<file path="src/rtl/datapath_sequencer_pkg.sv">
// Shared definitions for the datapath micro-sequencer: opcodes, micro-word layout, FSM states.
package datapath_sequencer_pkg;

    localparam logic [1:0] OP_ADD  = 2'd0;
    localparam logic [1:0] OP_SUB  = 2'd1;
    localparam logic [1:0] OP_SWAP = 2'd2;
    localparam logic [1:0] OP_FIB  = 2'd3;

    // Micro-word: 11 control bits plus a flag marking the final step of a program.
    localparam int UWORD_W = 12;
    typedef logic [UWORD_W-1:0] uword_t;

    localparam int BIT_R    = 0;
    localparam int BIT_S    = 1;
    localparam int BIT_RAC  = 2;
    localparam int BIT_RC   = 3;
    localparam int BIT_RB   = 4;
    localparam int BIT_RA   = 5;
    localparam int BIT_WAC  = 6;
    localparam int BIT_WT   = 7;
    localparam int BIT_WC   = 8;
    localparam int BIT_WB   = 9;
    localparam int BIT_WA   = 10;
    localparam int BIT_LAST = 11;

    localparam uword_t M_R    = uword_t'(1) << BIT_R;
    localparam uword_t M_S    = uword_t'(1) << BIT_S;
    localparam uword_t M_RAC  = uword_t'(1) << BIT_RAC;
    localparam uword_t M_RC   = uword_t'(1) << BIT_RC;
    localparam uword_t M_RB   = uword_t'(1) << BIT_RB;
    localparam uword_t M_RA   = uword_t'(1) << BIT_RA;
    localparam uword_t M_WAC  = uword_t'(1) << BIT_WAC;
    localparam uword_t M_WT   = uword_t'(1) << BIT_WT;
    localparam uword_t M_WC   = uword_t'(1) << BIT_WC;
    localparam uword_t M_WB   = uword_t'(1) << BIT_WB;
    localparam uword_t M_WA   = uword_t'(1) << BIT_WA;
    localparam uword_t M_LAST = uword_t'(1) << BIT_LAST;

    localparam logic [1:0] IDLE = 2'd0;
    localparam logic [1:0] RUN  = 2'd1;
    localparam logic [1:0] DONE = 2'd2;

endpackage

</file>
<file path="src/rtl/datapath_microrom.sv">
// Combinational micro-program store: (op, upc) -> {last, control word}.
module datapath_microrom
    import datapath_sequencer_pkg::*;
#(
    parameter int UPC_W = 3
) (
    input  logic [1:0]       op,
    input  logic [UPC_W-1:0] upc,
    output uword_t           word
);

    always_comb begin
        word = '0;
        case (op)
            OP_ADD: begin
                case (int'(upc))
                    0: word = M_RA  | M_WT;
                    1: word = M_RB  | M_S | M_WAC;
                    2: word = M_RAC | M_WC | M_LAST;
                    default: word = '0;
                endcase
            end
            OP_SUB: begin
                case (int'(upc))
                    0: word = M_RA  | M_WT;
                    1: word = M_RB  | M_R | M_WAC;
                    2: word = M_RAC | M_WC | M_LAST;
                    default: word = '0;
                endcase
            end
            OP_SWAP: begin
                case (int'(upc))
                    0: word = M_RA | M_WC;
                    1: word = M_RB | M_WA;
                    2: word = M_RC | M_WB | M_LAST;
                    default: word = '0;
                endcase
            end
            default: begin
                case (int'(upc))
                    0: word = M_RA  | M_WT;
                    1: word = M_RB  | M_S | M_WAC;
                    2: word = M_RAC | M_WC;
                    3: word = M_RB  | M_WA;
                    4: word = M_RC  | M_WB | M_LAST;
                    default: word = '0;
                endcase
            end
        endcase
    end

endmodule

</file>
<file path="src/rtl/datapath_sequencer.sv">
// Microprogrammed bus controller: replays a ROM program count times, then pulses done.
//   state | meaning
//   IDLE  | outputs 0, waiting for start
//   RUN   | busy, driving ROM[op_r][upc] onto the control lines
//   DONE  | one-cycle done pulse, start ignored
module datapath_sequencer
    import datapath_sequencer_pkg::*;
#(
    parameter int CNT_W = 4,
    parameter int UPC_W = 3
) (
    input  logic             clk,
    input  logic             reset,
    input  logic             start,
    input  logic [1:0]       op,
    input  logic [CNT_W-1:0] count,
    output logic             busy,
    output logic             done,
    output logic             wa,
    output logic             wb,
    output logic             wc,
    output logic             wt,
    output logic             wac,
    output logic             ra,
    output logic             rb,
    output logic             rc,
    output logic             rac,
    output logic             s,
    output logic             r
);

    logic [1:0]       state;
    logic [1:0]       op_r;
    logic [CNT_W-1:0] iter_r;
    logic [UPC_W-1:0] upc;
    uword_t           word;
    logic             last_step;
    logic             run;

    datapath_microrom #(.UPC_W(UPC_W)) u_rom (
        .op   (op_r),
        .upc  (upc),
        .word (word)
    );

    // The upc ceiling also ends an iteration so a missing LAST flag cannot loop forever.
    assign last_step = word[BIT_LAST] || (upc == {UPC_W{1'b1}});

    always_ff @(posedge clk or posedge reset) begin
        if (reset) begin
            state  <= IDLE;
            op_r   <= '0;
            iter_r <= '0;
            upc    <= '0;
        end else begin
            case (state)
                IDLE: begin
                    if (start) begin
                        op_r   <= op;
                        iter_r <= (count == '0) ? CNT_W'(1) : count;
                        upc    <= '0;
                        state  <= RUN;
                    end
                end
                RUN: begin
                    if (!last_step) begin
                        upc <= upc + UPC_W'(1);
                    end else if (iter_r > CNT_W'(1)) begin
                        upc    <= '0;
                        iter_r <= iter_r - CNT_W'(1);
                    end else begin
                        upc   <= '0;
                        state <= DONE;
                    end
                end
                DONE:    state <= IDLE;
                default: state <= IDLE;
            endcase
        end
    end

    assign run  = (state == RUN);
    assign busy = run;
    assign done = (state == DONE);

    assign wa  = run & word[BIT_WA];
    assign wb  = run & word[BIT_WB];
    assign wc  = run & word[BIT_WC];
    assign wt  = run & word[BIT_WT];
    assign wac = run & word[BIT_WAC];
    assign ra  = run & word[BIT_RA];
    assign rb  = run & word[BIT_RB];
    assign rc  = run & word[BIT_RC];
    assign rac = run & word[BIT_RAC];
    assign s   = run & word[BIT_S];
    assign r   = run & word[BIT_R];

    a_bus_single_driver: assert property (@(posedge clk) disable iff (reset)
        $onehot0({ra, rb, rc, rac}));
    a_alu_select_excl: assert property (@(posedge clk) disable iff (reset)
        !(s && r));
    a_wac_needs_alu: assert property (@(posedge clk) disable iff (reset)
        !wac || (s ^ r));
    a_busy_done_excl: assert property (@(posedge clk) disable iff (reset)
        !(busy && done));

endmodule
</file>
<file path="config.mk">
export PLATFORM = sky130hd
export DESIGN_NAME = datapath_sequencer
export DESIGN_NICKNAME = d
export VERILOG_FILES = /design/src/rtl/datapath_sequencer_pkg.sv /design/src/rtl/datapath_microrom.sv /design/src/rtl/datapath_sequencer.sv
export SDC_FILE = /design/constraint.sdc
export NUM_CORES = 1
export LEC_CHECK = 0
export ABC_AREA = 1
export BUFFER_PORTS_ARGS = -buffer_cell sky130_fd_sc_hd__clkbuf_2
export CAP_MARGIN = 20
export CORE_MARGIN = 5
export CORE_UTILIZATION = 35
export DETAILED_ROUTE_END_ITERATION = 12
export SLEW_MARGIN = 30
export SYNTH_ARGS = -nofsm -noshare
export SYNTH_HDL_FRONTEND = slang
export SYNTH_SLANG_ARGS = --single-unit
</file>
<file path="constraint.sdc">
create_clock -name clk -period 3.1 [get_ports clk]
set_input_delay 0.465 -clock clk [delete_from_list [all_inputs] [get_ports clk]]
set_output_delay 0.465 -clock clk [all_outputs]
set_load 0.02 [all_outputs]
</file>
==> flow_metrics.py <==
metrics = {
    "run_status": {
        "outcome": "finished clean",
    },
    "worst_setup_path": {
        "cp-end-kind": "output port",
        "worst_path_largest_cell_delay_ns": 0.42,
        "required_ns": 2.63,
        "worst_setup_path_start_kind": "register",
        "critical_path_class": "reg2out",
        "arrival_ns": 1.63,
        "crit_chain": "inv_1, ha_1, nand2_1, nand3b_1, o21ai_0, inv_1, clkbuf_2",
        "crit_top_cell": "inv_1",
        "rr_startpoint": "upc[0]",
        "critPathSlowestCell": "dfrtp_1",
        "crit_start": "upc[0]",
        "crit_fanout": 5,
    },
    "place": {
        "pre_cts_ws_ns": 1.29,
        "hpwl_mm": 1.52,
        "port_buffers": 21,
        "place_area_mm2": 0.00101,
        "gp_congestion": 0.873,
    },
    "logic_synthesis": {
        "synth-compound-area-share": 0.0914,
        "synth_nets": 139,
        "yosysWarnings": 0,
        "synthesis.area_um2": 876,
        "netlist_instances": 122,
        "synth.distinct_cells": 27,
        "seq_area_frac_synth": 0.314,
        "synth_fa_ha_area_frac": 0.114,
        "synth_area_per_cell_um2": 7.18,
        "synthMuxAreaShare": 0.0129,
        "synth_top_family_by_area": "simple AND/OR/NAND/NOR gates",
        "synth_xor_area_frac": 0,
        "synthSimpleGateAreaFrac": 0.360,
        "ys_ff_latch": 11,
    },
    "routing": {
        "drtIter0Drc": 29,
        "avgRoutedWirePerCell_um": 10.7,
        "vias": 850,
        "viasPerCell": 4.86,
        "drt_first_pass_iters": 4,
        "drc_errors": 0,
        "drtAntennaViolNets": 0,
        "drt-total-wl_mm": 1.87,
    },
    "clock_tree": {
        "root_buffer": "clkbuf_4",
        "cts_resized": 0,
        "numCtsBuffers": 3,
        "hold_buffers": 0,
        "cts.sinks": 11,
        "clockBufferDepth": 2,
        "tritoncts": "yes",
        "clock_latency_ns": 0.28,
        "cts_setup_buffers": 0,
        "cts_htree_levels": 1,
        "clkTransAtPathRegs_ns": 0.07,
    },
    "timing": {
        "layout_min_cycle_time_ns": 2.09,
        "max_freq_mhz": 478,
        "layout_setup_ws_ns": 1.01,
        "final-hold-violation-count": 0,
        "finalSetupTns_ns": 0,
        "slew_headroom": 0.718,
        "rsz0062_at_grt": "no",
        "worstMarginPinSlew_ns": 0.422,
        "timing.final.crit_share": 0.675,
        "fin_skew_ns": 0.00187,
        "slew_viol_final": 0,
        "setup_viol": 0,
    },
    "hold_path": {
        "hp-class": "in2async",
    },
    "grt": {
        "grt_pass1_vias": 752,
        "antenna_found_initial": 0,
        "grt_max_degree": 16,
        "grt_pass1_wl_mm": 3.02,
        "grt_usage": 0.111,
        "overflow": 0,
    },
    "flow_run": {
        "drv_cap": 0,
    },
    "floorplan": {
        "core_area_mm2": 0.00243,
        "io_pins": 22,
        "die_w_um": 60.0,
        "initial_utilization": 0.360,
        "dieArea_mm2": 0.00360,
        "std_cell_rows": 18,
        "die_y_um": 60.0,
    },
    "final_layout": {
        "final_cell_area_mm2": 0.00103,
        "layout-drive-gt1-share": 0.262,
        "syn2layout_area_growth_pct": 17.9,
        "fin_util": 0.424,
        "final_nets": 163,
        "register_area_um2": 275,
        "multi_input_area_um2": 507,
        "num_antenna_cells": 0,
        "fillers": 248,
    },
    "power": {
        "power.density_mw_per_mm2": 1200,
        "ir_worst_vdd_uv": 483,
        "p_leak_uw": 0.000580,
    },
}
cell families after synthesis:
kind of cell | Yosys count
AND/OR/NAND/NOR | 64
buffers and inverters | 23
AO/OA/AOI/OAI | 15
multiplexers | 1
flip-flops | 11
adder cells (fa/ha/maj) | 8
layout make-up:
type | instances | share of cell area
multi-input cells | 88 | 0.491
flip-flops and latches | 11 | 0.267
repair buffers | 21 | 0.102
well taps | 30 | 0.0364
inverters | 21 | 0.0788
clock buffers | 4 | 0.0255
cell usage after synthesis:
library cell  number  share of area
or2_1              1         0.0071
inv_1             16          0.069
a21oi_1            7          0.040
nand3_4            1          0.020
buf_4              1         0.0086
inv_2              3          0.013
buf_2              1         0.0057
dfrtp_1           11           0.31
nor3_1             5          0.029
clkinv_1           1         0.0043
nand2_1           29           0.12
mux2_2             1          0.013
nand2_4            1          0.013
o22ai_1            2          0.014
nand3_2            1          0.011
inv_4              1         0.0071
nor2_4             1          0.013
nand2_2            4          0.029
nand4_1            3          0.021
o21ai_1            1         0.0057
nand3_1            6          0.034
o21ai_0            4          0.023
nor2_1            10          0.043
nor2_2             1         0.0071
ha_1               8           0.11
o21a_1             1         0.0086
nand3b_1           1         0.0086
registers in the layout, indices dropped and copies added (netlist names):
| register | cells |
|---|---|
| iter_r | 4 |
| op_r | 2 |
| state | 2 |
| upc | 3 |
routing by layer:
| layer | global-route usage | vias to the layer above | routed length (um) |
|---|---|---|---|
| met5 | 0 | - | 0 |
| met4 | 0.0475 | 0 | 39 |
| met3 | 0.0194 | 6 | 111 |
| met2 | 0.202 | 25 | 925 |
| met1 | 0.126 | 383 | 797 |
| li1 | - | 436 | - |
where the power goes:
group          switching [uW]  internal (uW)
registers                59.3            216
clock network            51.8           50.0
logic                     573            284
per-stage QoR:
stage	total power, uW	std cells	hold slack, ns
floorplan	944	122	0.317
global placement	1120	171	0.457
detailed placement	1140	171	0.464
CTS	1240	175	0.165
global route	1370	175	0.185
finish	1230	175	0.147
placed cells by master (no fill, tap or decap), types with 3 or more instances in the layout:
| cell type | Yosys | layout |
|---|---|---|
| clkbuf_4 | 0 | 3 |
| nand3_1 | 6 | 6 |
| nand4_1 | 3 | 3 |
| nand2_1 | 29 | 29 |
| dfrtp_1 | 11 | 11 |
| ha_1 | 8 | 8 |
| inv_1 | 16 | 16 |
| nand2_2 | 4 | 4 |
| inv_2 | 3 | 3 |
| clkbuf_2 | 0 | 21 |
| a21oi_1 | 7 | 7 |
| nor3_1 | 5 | 5 |
| nor2_1 | 10 | 10 |
| o21ai_0 | 4 | 4 |
critical path: cells and delay by family (launching register included):
| family | cells | cell delay, ns |
|---|---|---|
| buffers and inverters | 3 | 0.29 |
| AOI/OAI and AO/OA | 1 | 0.18 |
| and+or+nand+nor | 2 | 0.22 |
| DFF | 1 | 0.42 |
| adders and majority gates | 1 | 0.23 |
worst paths after layout:
kind	to	slack, ns	cells after the start
max reg2reg	iter_r[0]	1.59	8
min in group clk	op_r[1]	0.42	2
max in group asynchronous	upc[2]	2.66	2
min reg2reg	iter_r[1]	0.50	2
max	rb	1.01	7
min	iter_r[2]	0.15	2
(Power assumes the default switching activity.)
